## src/rtl/sample_stream_packer.sv

```systemverilog
// -----------------------------------------------------------------------------
// sample_stream_packer
//
// Serialises each captured sample beat into a variable-length frame of
// DATA_BITS-wide words on a valid/ready stream:
//   word 0 : {zero pad, diff_bitset}
//   word 1 : delta (uncaptured in_valid beats since the previous capture)
//   word 2+: changed samples, lowest channel index first
// A two-entry frame buffer (active + pending) absorbs back-pressure; a beat
// that finds both entries occupied is dropped and flagged on `overflow`.
//
// Ports:
//   clk             clock
//   rst             synchronous reset, active-high
//   in_valid        a sample beat is present (no upstream stall possible)
//   diff_bitset     changed-channel mask, bit j = channel j
//   data_compressed left-packed samples, word 0 = highest changed channel
//   out_data        stream word
//   out_valid       out_data is valid
//   out_ready       downstream accepts the word
//   out_last        final word of a frame
//   overflow        sticky drop flag
//   overflow_clr    clears overflow (a simultaneous drop wins)
// -----------------------------------------------------------------------------
module sample_stream_packer #(
    parameter int CHANNEL   = 8,
    parameter int DATA_BITS = 16
) (
    input  logic                           clk,
    input  logic                           rst,
    input  logic                           in_valid,
    input  logic [CHANNEL-1:0]             diff_bitset,
    input  logic [DATA_BITS*CHANNEL-1:0]   data_compressed,
    output logic [DATA_BITS-1:0]           out_data,
    output logic                           out_valid,
    input  logic                           out_ready,
    output logic                           out_last,
    output logic                           overflow,
    input  logic                           overflow_clr
);

    // Word index and popcount both need to reach CHANNEL+1.
    localparam int CW = $clog2(CHANNEL + 2);
    localparam logic [DATA_BITS-1:0] DELTA_MAX = {DATA_BITS{1'b1}};

    // Number of set bits in a channel mask.
    function automatic logic [CW-1:0] popcount(input logic [CHANNEL-1:0] bits);
        logic [CW-1:0] cnt;
        cnt = {CW{1'b0}};
        for (int i = 0; i < CHANNEL; i++) begin
            cnt = cnt + CW'(bits[i]);
        end
        return cnt;
    endfunction

    // Word `idx` of a frame; samples go out from packed word cnt-1 down to 0.
    function automatic logic [DATA_BITS-1:0] frame_word(
        input logic [CHANNEL-1:0]           bits,
        input logic [DATA_BITS-1:0]         delta,
        input logic [DATA_BITS*CHANNEL-1:0] data,
        input logic [CW-1:0]                cnt,
        input logic [CW-1:0]                idx
    );
        logic [DATA_BITS-1:0] word;
        logic [CW-1:0]        sel;
        word = {DATA_BITS{1'b0}};
        sel  = cnt + CW'(1) - idx;
        if (idx == CW'(0)) begin
            word[CHANNEL-1:0] = bits;
        end else if (idx == CW'(1)) begin
            word = delta;
        end else begin
            word = data[int'(sel)*DATA_BITS +: DATA_BITS];
        end
        return word;
    endfunction

    // Active frame (being emitted)
    logic                           act_vld_q,   act_vld_d;
    logic [CHANNEL-1:0]             act_bits_q,  act_bits_d;
    logic [DATA_BITS-1:0]           act_delta_q, act_delta_d;
    logic [DATA_BITS*CHANNEL-1:0]   act_data_q,  act_data_d;
    logic [CW-1:0]                  act_cnt_q,   act_cnt_d;
    logic [CW-1:0]                  act_idx_q,   act_idx_d;
    // Pending frame
    logic                           pnd_vld_q,   pnd_vld_d;
    logic [CHANNEL-1:0]             pnd_bits_q,  pnd_bits_d;
    logic [DATA_BITS-1:0]           pnd_delta_q, pnd_delta_d;
    logic [DATA_BITS*CHANNEL-1:0]   pnd_data_q,  pnd_data_d;
    logic [CW-1:0]                  pnd_cnt_q,   pnd_cnt_d;
    // Delta counter, sticky flag and registered stream outputs
    logic [DATA_BITS-1:0]           delta_q,     delta_d;
    logic                           ovf_q,       ovf_d;
    logic [DATA_BITS-1:0]           out_data_q,  out_data_d;
    logic                           out_last_q,  out_last_d;

    logic                           capturable_s;
    logic                           drop_s;
    logic                           fire_s;

    // Next-state: retire, promote, then capture/drop, then pre-compute outputs.
    always_comb begin
        act_vld_d   = act_vld_q;
        act_bits_d  = act_bits_q;
        act_delta_d = act_delta_q;
        act_data_d  = act_data_q;
        act_cnt_d   = act_cnt_q;
        act_idx_d   = act_idx_q;
        pnd_vld_d   = pnd_vld_q;
        pnd_bits_d  = pnd_bits_q;
        pnd_delta_d = pnd_delta_q;
        pnd_data_d  = pnd_data_q;
        pnd_cnt_d   = pnd_cnt_q;
        delta_d     = delta_q;
        drop_s      = 1'b0;

        fire_s       = act_vld_q & out_ready;
        // A saturated delta forces an (empty) frame so the counter never wraps.
        capturable_s = in_valid & ((|diff_bitset) | (delta_q == DELTA_MAX));

        // Retire or advance the active frame.
        if (fire_s && out_last_q) begin
            act_vld_d = 1'b0;
        end else if (fire_s) begin
            act_idx_d = act_idx_q + CW'(1);
        end else begin
            act_idx_d = act_idx_q;
        end

        // Promote pending into a freshly emptied active slot.
        if (!act_vld_d && pnd_vld_q) begin
            act_vld_d   = 1'b1;
            act_bits_d  = pnd_bits_q;
            act_delta_d = pnd_delta_q;
            act_data_d  = pnd_data_q;
            act_cnt_d   = pnd_cnt_q;
            act_idx_d   = {CW{1'b0}};
            pnd_vld_d   = 1'b0;
        end else begin
            pnd_vld_d   = pnd_vld_q;
        end

        // Capture the beat, drop it, or just count it.
        if (capturable_s && !act_vld_d) begin
            act_vld_d   = 1'b1;
            act_bits_d  = diff_bitset;
            act_delta_d = delta_q;
            act_data_d  = data_compressed;
            act_cnt_d   = popcount(diff_bitset);
            act_idx_d   = {CW{1'b0}};
            delta_d     = {DATA_BITS{1'b0}};
        end else if (capturable_s && !pnd_vld_d) begin
            pnd_vld_d   = 1'b1;
            pnd_bits_d  = diff_bitset;
            pnd_delta_d = delta_q;
            pnd_data_d  = data_compressed;
            pnd_cnt_d   = popcount(diff_bitset);
            delta_d     = {DATA_BITS{1'b0}};
        end else if (capturable_s) begin
            drop_s  = 1'b1;
            delta_d = (delta_q == DELTA_MAX) ? delta_q : delta_q + DATA_BITS'(1);
        end else if (in_valid) begin
            delta_d = delta_q + DATA_BITS'(1);
        end else begin
            delta_d = delta_q;
        end

        if (drop_s) begin
            ovf_d = 1'b1;
        end else if (overflow_clr) begin
            ovf_d = 1'b0;
        end else begin
            ovf_d = ovf_q;
        end

        if (act_vld_d) begin
            out_data_d = frame_word(act_bits_d, act_delta_d, act_data_d, act_cnt_d, act_idx_d);
            out_last_d = (act_idx_d == act_cnt_d + CW'(1));
        end else begin
            out_data_d = {DATA_BITS{1'b0}};
            out_last_d = 1'b0;
        end
    end

    // State and output registers with synchronous reset.
    always_ff @(posedge clk) begin
        if (rst) begin
            act_vld_q   <= 1'b0;
            act_bits_q  <= {CHANNEL{1'b0}};
            act_delta_q <= {DATA_BITS{1'b0}};
            act_data_q  <= {(DATA_BITS*CHANNEL){1'b0}};
            act_cnt_q   <= {CW{1'b0}};
            act_idx_q   <= {CW{1'b0}};
            pnd_vld_q   <= 1'b0;
            pnd_bits_q  <= {CHANNEL{1'b0}};
            pnd_delta_q <= {DATA_BITS{1'b0}};
            pnd_data_q  <= {(DATA_BITS*CHANNEL){1'b0}};
            pnd_cnt_q   <= {CW{1'b0}};
            delta_q     <= {DATA_BITS{1'b0}};
            ovf_q       <= 1'b0;
            out_data_q  <= {DATA_BITS{1'b0}};
            out_last_q  <= 1'b0;
        end else begin
            act_vld_q   <= act_vld_d;
            act_bits_q  <= act_bits_d;
            act_delta_q <= act_delta_d;
            act_data_q  <= act_data_d;
            act_cnt_q   <= act_cnt_d;
            act_idx_q   <= act_idx_d;
            pnd_vld_q   <= pnd_vld_d;
            pnd_bits_q  <= pnd_bits_d;
            pnd_delta_q <= pnd_delta_d;
            pnd_data_q  <= pnd_data_d;
            pnd_cnt_q   <= pnd_cnt_d;
            delta_q     <= delta_d;
            ovf_q       <= ovf_d;
            out_data_q  <= out_data_d;
            out_last_q  <= out_last_d;
        end
    end

    assign out_valid = act_vld_q;
    assign out_data  = out_data_q;
    assign out_last  = out_last_q;
    assign overflow  = ovf_q;

endmodule

```

## config.mk

```make
export PLATFORM = sky130hd
export DESIGN_NAME = sample_stream_packer
export DESIGN_NICKNAME = d
export VERILOG_FILES = /design/src/rtl/sample_stream_packer.sv
export SDC_FILE = /design/constraint.sdc
export NUM_CORES = 1
export LEC_CHECK = 0
export ABC_AREA = 1
export CORE_MARGIN = 2
export CORE_UTILIZATION = 42
export DETAILED_ROUTE_END_ITERATION = 12
export PLACE_DENSITY_LB_ADDON = 0.3
export SYNTH_ARGS = -nofsm -noshare
export SYNTH_HDL_FRONTEND = slang
export SYNTH_SLANG_ARGS = --single-unit
```

## constraint.sdc

```tcl
create_clock -name clk -period 8.9 [get_ports clk]
set_clock_uncertainty 0.05 [all_clocks]
set_input_delay 0.89 -clock clk [delete_from_list [all_inputs] [get_ports clk]]
set_output_delay 0.89 -clock clk [all_outputs]
set_load 0.01 [all_outputs]
```

# Word level (Yosys, flattened, before mapping)
# Index checks and enable logic that the tools add are counted.
# classes
n_shift	1
n_mux	28
n_bitwise	5
eq_ne	4
n_addsub	11
reduce_logical	16
# ops
cell	n
2-to-1 mux 128 bit	2
variable part select 128 x 9 -> 16 bit	1
2-to-1 mux 16 bit	6
2-to-1 mux 4 bit	6
2-to-1 mux 8 bit	3
adder 16 x 1 -> 16 bit (second input constant)	1
adder 4 x 1 -> 4 bit	4
equality test 16 bit (second input constant)	1
2-to-1 mux 1 bit	11
adder 4 x 1 -> 4 bit (second input constant)	2
OR reduction 8 bit	1
OR reduction 3 bit	2
adder 3 x 1 -> 4 bit	1
equality test 4 x 1 -> 1 bit (second input constant)	1
equality test 4 bit	1
logical AND 1 bit	4
zero test 4 bit	1
AND reduction 2 bit	2
nonzero test 2 bit	2
subtractor 4 bit	1
adder 2 x 1 -> 3 bit	1
zero test 1 bit	3
adder 1 x 1 -> 2 bit	1
AND 1 bit	2
4 further kinds	5
# word_totals
regBits	352
wordCells	81

# Logic depth before layout (Yosys ltp)
# depth
depth_word	14
ltp_mapped	23
ltp_nobuf	23

# Worst setup path before layout
# No wires, ideal clock.
# synth_path
path_type	input port to flip-flop
start	in diff_bitset[0]
end	reg out_data_q[4], in the netlist out_data[4]
path_stages	22
setup_ns	0.118
t_arrival_ns	5.020
setup_slack_ns	3.712
path_cell_list	fa_1 > inv_1 > fa_1 > fa_1 > inv_1 > ha_1 > fa_1 > nand4_1 > nand2_1 > ha_1 > inv_1 > fa_1 > clkbuf_1 > inv_1 > buf_1 > nand3_1 > nand3_1 > nand2_1 > nand2_1 > nand2_1 > nand2_1 > a21oi_1
# synth_between
elab_chain_len	13
word_cells_on_any_way	26
classes_between	9 x add/sub; 1 x eq/ne; 1 x shift; 8 x mux; 3 x bitwise; 4 x reduce/logical
# synth_lines
item	line	text
start: declaration	32	input logic [CHANNEL-1:0] diff_bitset,
adder 1 x 1 -> 2 bit	51	cnt = cnt + CW'(bits[i]);
adder 2 x 1 -> 3 bit	51	
adder 3 x 1 -> 4 bit	51	
adder 4 x 1 -> 4 bit (4 in series)	51	
2-to-1 mux 4 bit *	144	if (capturable_s && !act_vld_d) begin
named net act_cnt_d[1]	83	logic [CW-1:0] act_cnt_q, act_cnt_d;
adder 4 x 1 -> 4 bit *	67	sel = cnt + CW'(1) - idx;
subtractor 4 bit *	67	
variable part select 128 x 9 -> 16 bit *	73	word = data[int'(sel)*DATA_BITS +: DATA_BITS];
2-to-1 mux 16 bit *	70	end else if (idx == CW'(1)) begin
2-to-1 mux 8 bit *	68	if (idx == CW'(0)) begin
end signal: assignment	201	out_data_q <= {DATA_BITS{1'b0}};
end signal: assignment	217	out_data_q <= out_data_d;
end: declaration	94	logic [DATA_BITS-1:0] out_data_q, out_data_d;
# Mark *: on every way through the listed nets, which the timed path passes. The rest lies on a longest branch.
# A chain may end at the register's enable or synchronous reset.

# Worst setup path after layout
# layout_path
start	in diff_bitset[0]
end	reg out_data_q[6], in the netlist out_data[6]
# The elaborated chain is that of the path after synthesis.

==> results by stage <==
Status:
- The flow ran to the end, and the final reports show no timing, DRC or antenna violations.

STA:
- Setup repair after global routing left no endpoint under its margin.
- The final-report hold violation count was 0.
- The final period utilization is 68.6%.
- For the final routed database, the setup TNS stands at 0 ns.
- Static timing analysis puts the maximum clock frequency at 0.164 GHz.
- The number of max-slew violations in the final report is 0.
- The measured slew at the worst slew-check pin is 1.25 ns.
- Setup violations remaining at the end of the flow were counted as 0.
- The worst-case hold slack is 0.398 ns.
- The normalized max-slew margin is 16.0%.
- Counting I/O delays and the setup requirement, the final critical path takes 6.11 ns.

Die:
- The die covers 40000 um2.
- The floorplan has 71 rows.
- The initial utilization of the core area, before any placement, comes to 42.7%.
- The floorplan step set the die height to 200 um.
- The area inside the core boundary is 37800 um2.
- The number of placed I/O pins is 160.
- The die is 200 um wide.

CTS:
- The maximum root-to-sink buffer count is 3.
- After clock tree synthesis, the clock-pin slew on the worst setup and hold paths is 0.06 ns.
- CTS placed an instance of sky130_fd_sc_hd__clkbuf_16 at the clock tree root.
- The clock net in this run drives a total of 352 sinks.
- In this run, post-CTS hold repair placed 0 buffers.
- TritonCTS built the clock tree.
- The H-tree was split into 2 levels.
- After clock tree synthesis, the repair step resized 0 gates.
- The clock reaches the later pin of the worst-skew pair after 0.54 ns.
- Clock tree synthesis inserted a total of 39 buffers.
- The number of buffers inserted to repair setup after CTS is 0.

Detailed routing:
- Summed over all nets, wire length on met2 after detailed routing comes to 22400 um.
- For this run, design rule violations remaining after detail routing come to 0.
- The number of antenna-violating nets in the routed design is 0.
- The DRC violation total after the first TritonRoute iteration is 1619.
- The total number of vias is 15.7k.
- In the final routing, the length of wire on met1 measures 22200 um.
- After detailed routing, the number of vias per cell comes to 5.39.
- The detailed-route wire length per cell is 16.9 um.
- The total routed wirelength is 49200 um.
- The length of the first detailed-routing pass in iterations is 8.
- The detailed router used layers up to and including met4.
- The routed design uses 3660 um of met3 wire.

Power and ir drop:
- The total design power is 4.85 mW.
- The worst-case IR drop observed on VDD is 0.000117 V.
- Of the total power, the share spent switching nets is 35.0%.
- The leakage component of the power is 7.90 nW.
- The power density over cell area is 255 nW/um2.
- Of the total power, registers draw 37.0%.
- Per report_power, the clock group accounts for 33.2% of the total.
- The part of the total power dissipated in combinational logic is 29.8%.
- The switching power is 1.70 mW.
- The internal portion of the total power is 3.16 mW.

Logic synthesis:
- Summing the areas of all compound-gate instances in the mapped netlist gives 17.2% of the synthesized area.
- The average instance in the mapped netlist occupies 6.92 um2.
- The fraction of synthesis flops using an asynchronous set or reset pin is 0%.
- The most common cell in the netlist is sky130_fd_sc_hd__nand2_1.
- Of the post-synthesis cell area, the part taken by muxes is 0.318%.
- The share of the synthesized area in the top cell type is 43.7%.
- The Yosys step of the flow raised 0 warnings.
- The library cell with the largest summed area after synthesis is sky130_fd_sc_hd__dfxtp_1.
- The register bit total from synthesis is 352.
- The synthesized netlist devotes 1.40% of its cell area to adder and majority cells.
- The count of different cell masters after synthesis is 37.
- In this run the cell area of the synthesized design comes to 16100 um2.
- Of the total synthesized cell area, the portion taken by AND, OR, NAND and NOR gates is 28.3%.
- In the synthesized netlist the dominant register cell turns out to be sky130_fd_sc_hd__dfxtp_1.
- The synthesized netlist devotes 0.326% of its cell area to XOR and XNOR gates.
- By area the synthesized netlist is led by sky130_fd_sc_hd__dfxtp_1 44%, sky130_fd_sc_hd__nand2_1 13%, sky130_fd_sc_hd__nand3_1 7.1%.
- The combinational family with the most area after synthesis is simple AND/OR/NAND/NOR gates.
- Sequential cells were found to cover 43.7% of the synthesized design area.
- The number of nets produced by synthesis is 2484.
- In the synthesized netlist, the cells that appear most often are 572 x sky130_fd_sc_hd__nand2_1, 352 x sky130_fd_sc_hd__dfxtp_1, 228 x sky130_fd_sc_hd__nand3_1, 213 x sky130_fd_sc_hd__nor2_1, 194 x sky130_fd_sc_hd__a21oi_1.
- The synthesized instance count is 2328.
- In this run, synthesis inferred 0 flip-flops with an integrated enable.

Critical path:
- The delay of the slowest cell on the worst path is 0.78 ns.
- The first element of the critical path is diff_bitset[0].
- The data arrival time of the critical path is 6.52 ns.
- The worst setup path is of the input port to flop kind.
- The signal on the critical path passes through clkdlybuf4s50_1 > fa_1 > inv_1 > fa_1 > fa_1 > inv_1 > ha_1 > fa_1 > nand4_1 > nand2_1 > ha_1 > inv_1 > fa_1 > buf_4 > inv_1 > nand3_1 > nand2_1 > nand2_1 > nand2_1 > nand2_1 > nand2_1 > nand2_1 > a21oi_1.
- The largest delay contributor family on the critical path is adder cells.
- The largest individual stage delay along the critical path comes from the cell sky130_fd_sc_hd__inv_1.
- The maximum fanout count along the critical path is 33.
- The critical path contains buffers and inverters numbering 6 combined.
- By instance count, the cell type seen most on the critical path is sky130_fd_sc_hd__nand2_1.
- The required arrival time at the worst endpoint is 9.31 ns.
- The type of element capturing the critical path is a flop.
- The launch point of the worst reg-to-reg path is delta_q[0]$_SDFFE_PP0P_.
- The type of element launching the critical path is an input port.

Place:
- The estimated wirelength of the detail-placed design is 32200 um.
- Including well taps, the total number of placed cells is 2842.
- The count of port buffers added during placement is 159.
- The last weighted congestion value of the routability-driven placer is 0.922.

Run:
- The max-cap check violation count is 0.

Global routing:
- The number of global-route vias before repair is 14.3k.
- The number of antenna violations at the first check in global routing is 0.
- Entering global routing, the biggest net connects 160 pins.
- Global routing used 24.4% of the available tracks.
- The leftover overflow at the end of global routing is 0.
- The global-route wire length before repair is 77400 um.

Cells and area:
- Cells fill 50.4% of the core in the end.
- The area growth from synthesis to layout is 18.1%.
- The count of nets after finishing is 2528.
- The fraction of final layout cells sized beyond drive strength 1 is 4.54%.
- The count of inserted antenna diode cells is 0.
- The number of non-filler instances in the completed layout is 2914.

Worst hold path:
- The worst hold path begins at pnd_data_q[118]$_SDFFE_PP0P_.
- The worst hold path belongs to the class flop to flop.
==> path summary, 6_finish.rpt <==
path                                  end  slack, ns  cells past startpoint
max                out_data[6]$_SDFF_PP0_       2.79                     23
min          pnd_data_q[118]$_SDFFE_PP0P_       0.40                      2
max reg2reg        out_data[6]$_SDFF_PP0_       3.52                     21
min reg2reg  pnd_data_q[118]$_SDFFE_PP0P_       0.40                      2
==> tightest hold or removal path: stages (launching register included) <==
cell	delay, ns
sky130_fd_sc_hd__dfxtp_1	0.30
sky130_fd_sc_hd__inv_1	0.05
sky130_fd_sc_hd__a21oi_1	0.05
==> area by class of cell <==
| type | instances | area [um2] |
|---|---|---|
| flip-flops and latches | 352 | 7050 |
| clock buffers | 57 | 1170 |
| fillers | 3741 | 18700 |
| clock inverters | 15 | 121 |
| inverters | 167 | 629 |
| well taps | 511 | 639 |
| multi-input cells | 1634 | 7680 |
| repair buffers | 178 | 1740 |
==> metal layers <==
layer  track usage (%)  vias to the layer above
li1                  -                     7708
met2              39.6                      543
met4              6.26                        0
met1              34.2                     7392
met3              3.60                       62
met5                 0                        -
==> power by group through the flow <==
stage / registers (mW) / clock network (mW) / logic, mW
finish: 1.80 / 1.61 / 1.45
global route: 1.81 / 1.70 / 1.61
CTS: 1.80 / 1.64 / 1.43
detailed placement: 1.83 / 0 / 1.42
global placement: 1.83 / 0 / 1.40
floorplan: 1.81 / 0 / 0.984
==> state kept, by name (all words and copies together) (netlist names) <==
signal       flops
pnd_delta_q     16
delta_q         16
out_last         1
act_bits_q       8
out_data        16
pnd_cnt_q        4
overflow         1
act_delta_q     16
act_data_q     128
act_idx_q        4
pnd_bits_q       8
pnd_data_q     128
out_valid        1
act_cnt_q        4
pnd_vld_q        1
==> cell families (layout without fill, tap and decap cells) <==
kind of cell | Yosys count | after routing
xor+xnor | 6 | 6
mux | 5 | 5
simple gates | 1083 | 1083
fa+ha+maj | 15 | 15
compound gates | 525 | 525
flops | 352 | 352
buf+inv | 342 | 417
==> per-stage QoR <==
stage,instance area (um2),worst slack [ns]
after floorplan,16100,3.71
after global placement,17700,2.39
after detailed placement,17700,2.30
after CTS,19000,2.85
after global routing,19000,2.43
final,19000,2.79
==> cell usage in the layout (no fill, tap or decap), drive strengths merged, types with 2 or more instances in the layout <==
cell / netlist / routed
dfxtp: 352 / 352
o21a: 15 / 15
clkinv: 0 / 12
clkdlybuf4s50: 0 / 158
a211oi: 2 / 2
or2: 10 / 10
nor3: 4 / 4
o21ai: 281 / 281
nor4: 2 / 2
fa: 5 / 5
nor3b: 6 / 6
a21o: 2 / 2
nor2: 217 / 217
clkbuf: 93 / 57
nand3: 230 / 230
inv: 167 / 168
ha: 10 / 10
mux2i: 4 / 4
o211ai: 30 / 30
buf: 82 / 20
nand2: 577 / 577
nand4: 36 / 36
xor2: 6 / 6
a21oi: 195 / 195
(Power assumes the default switching activity.)
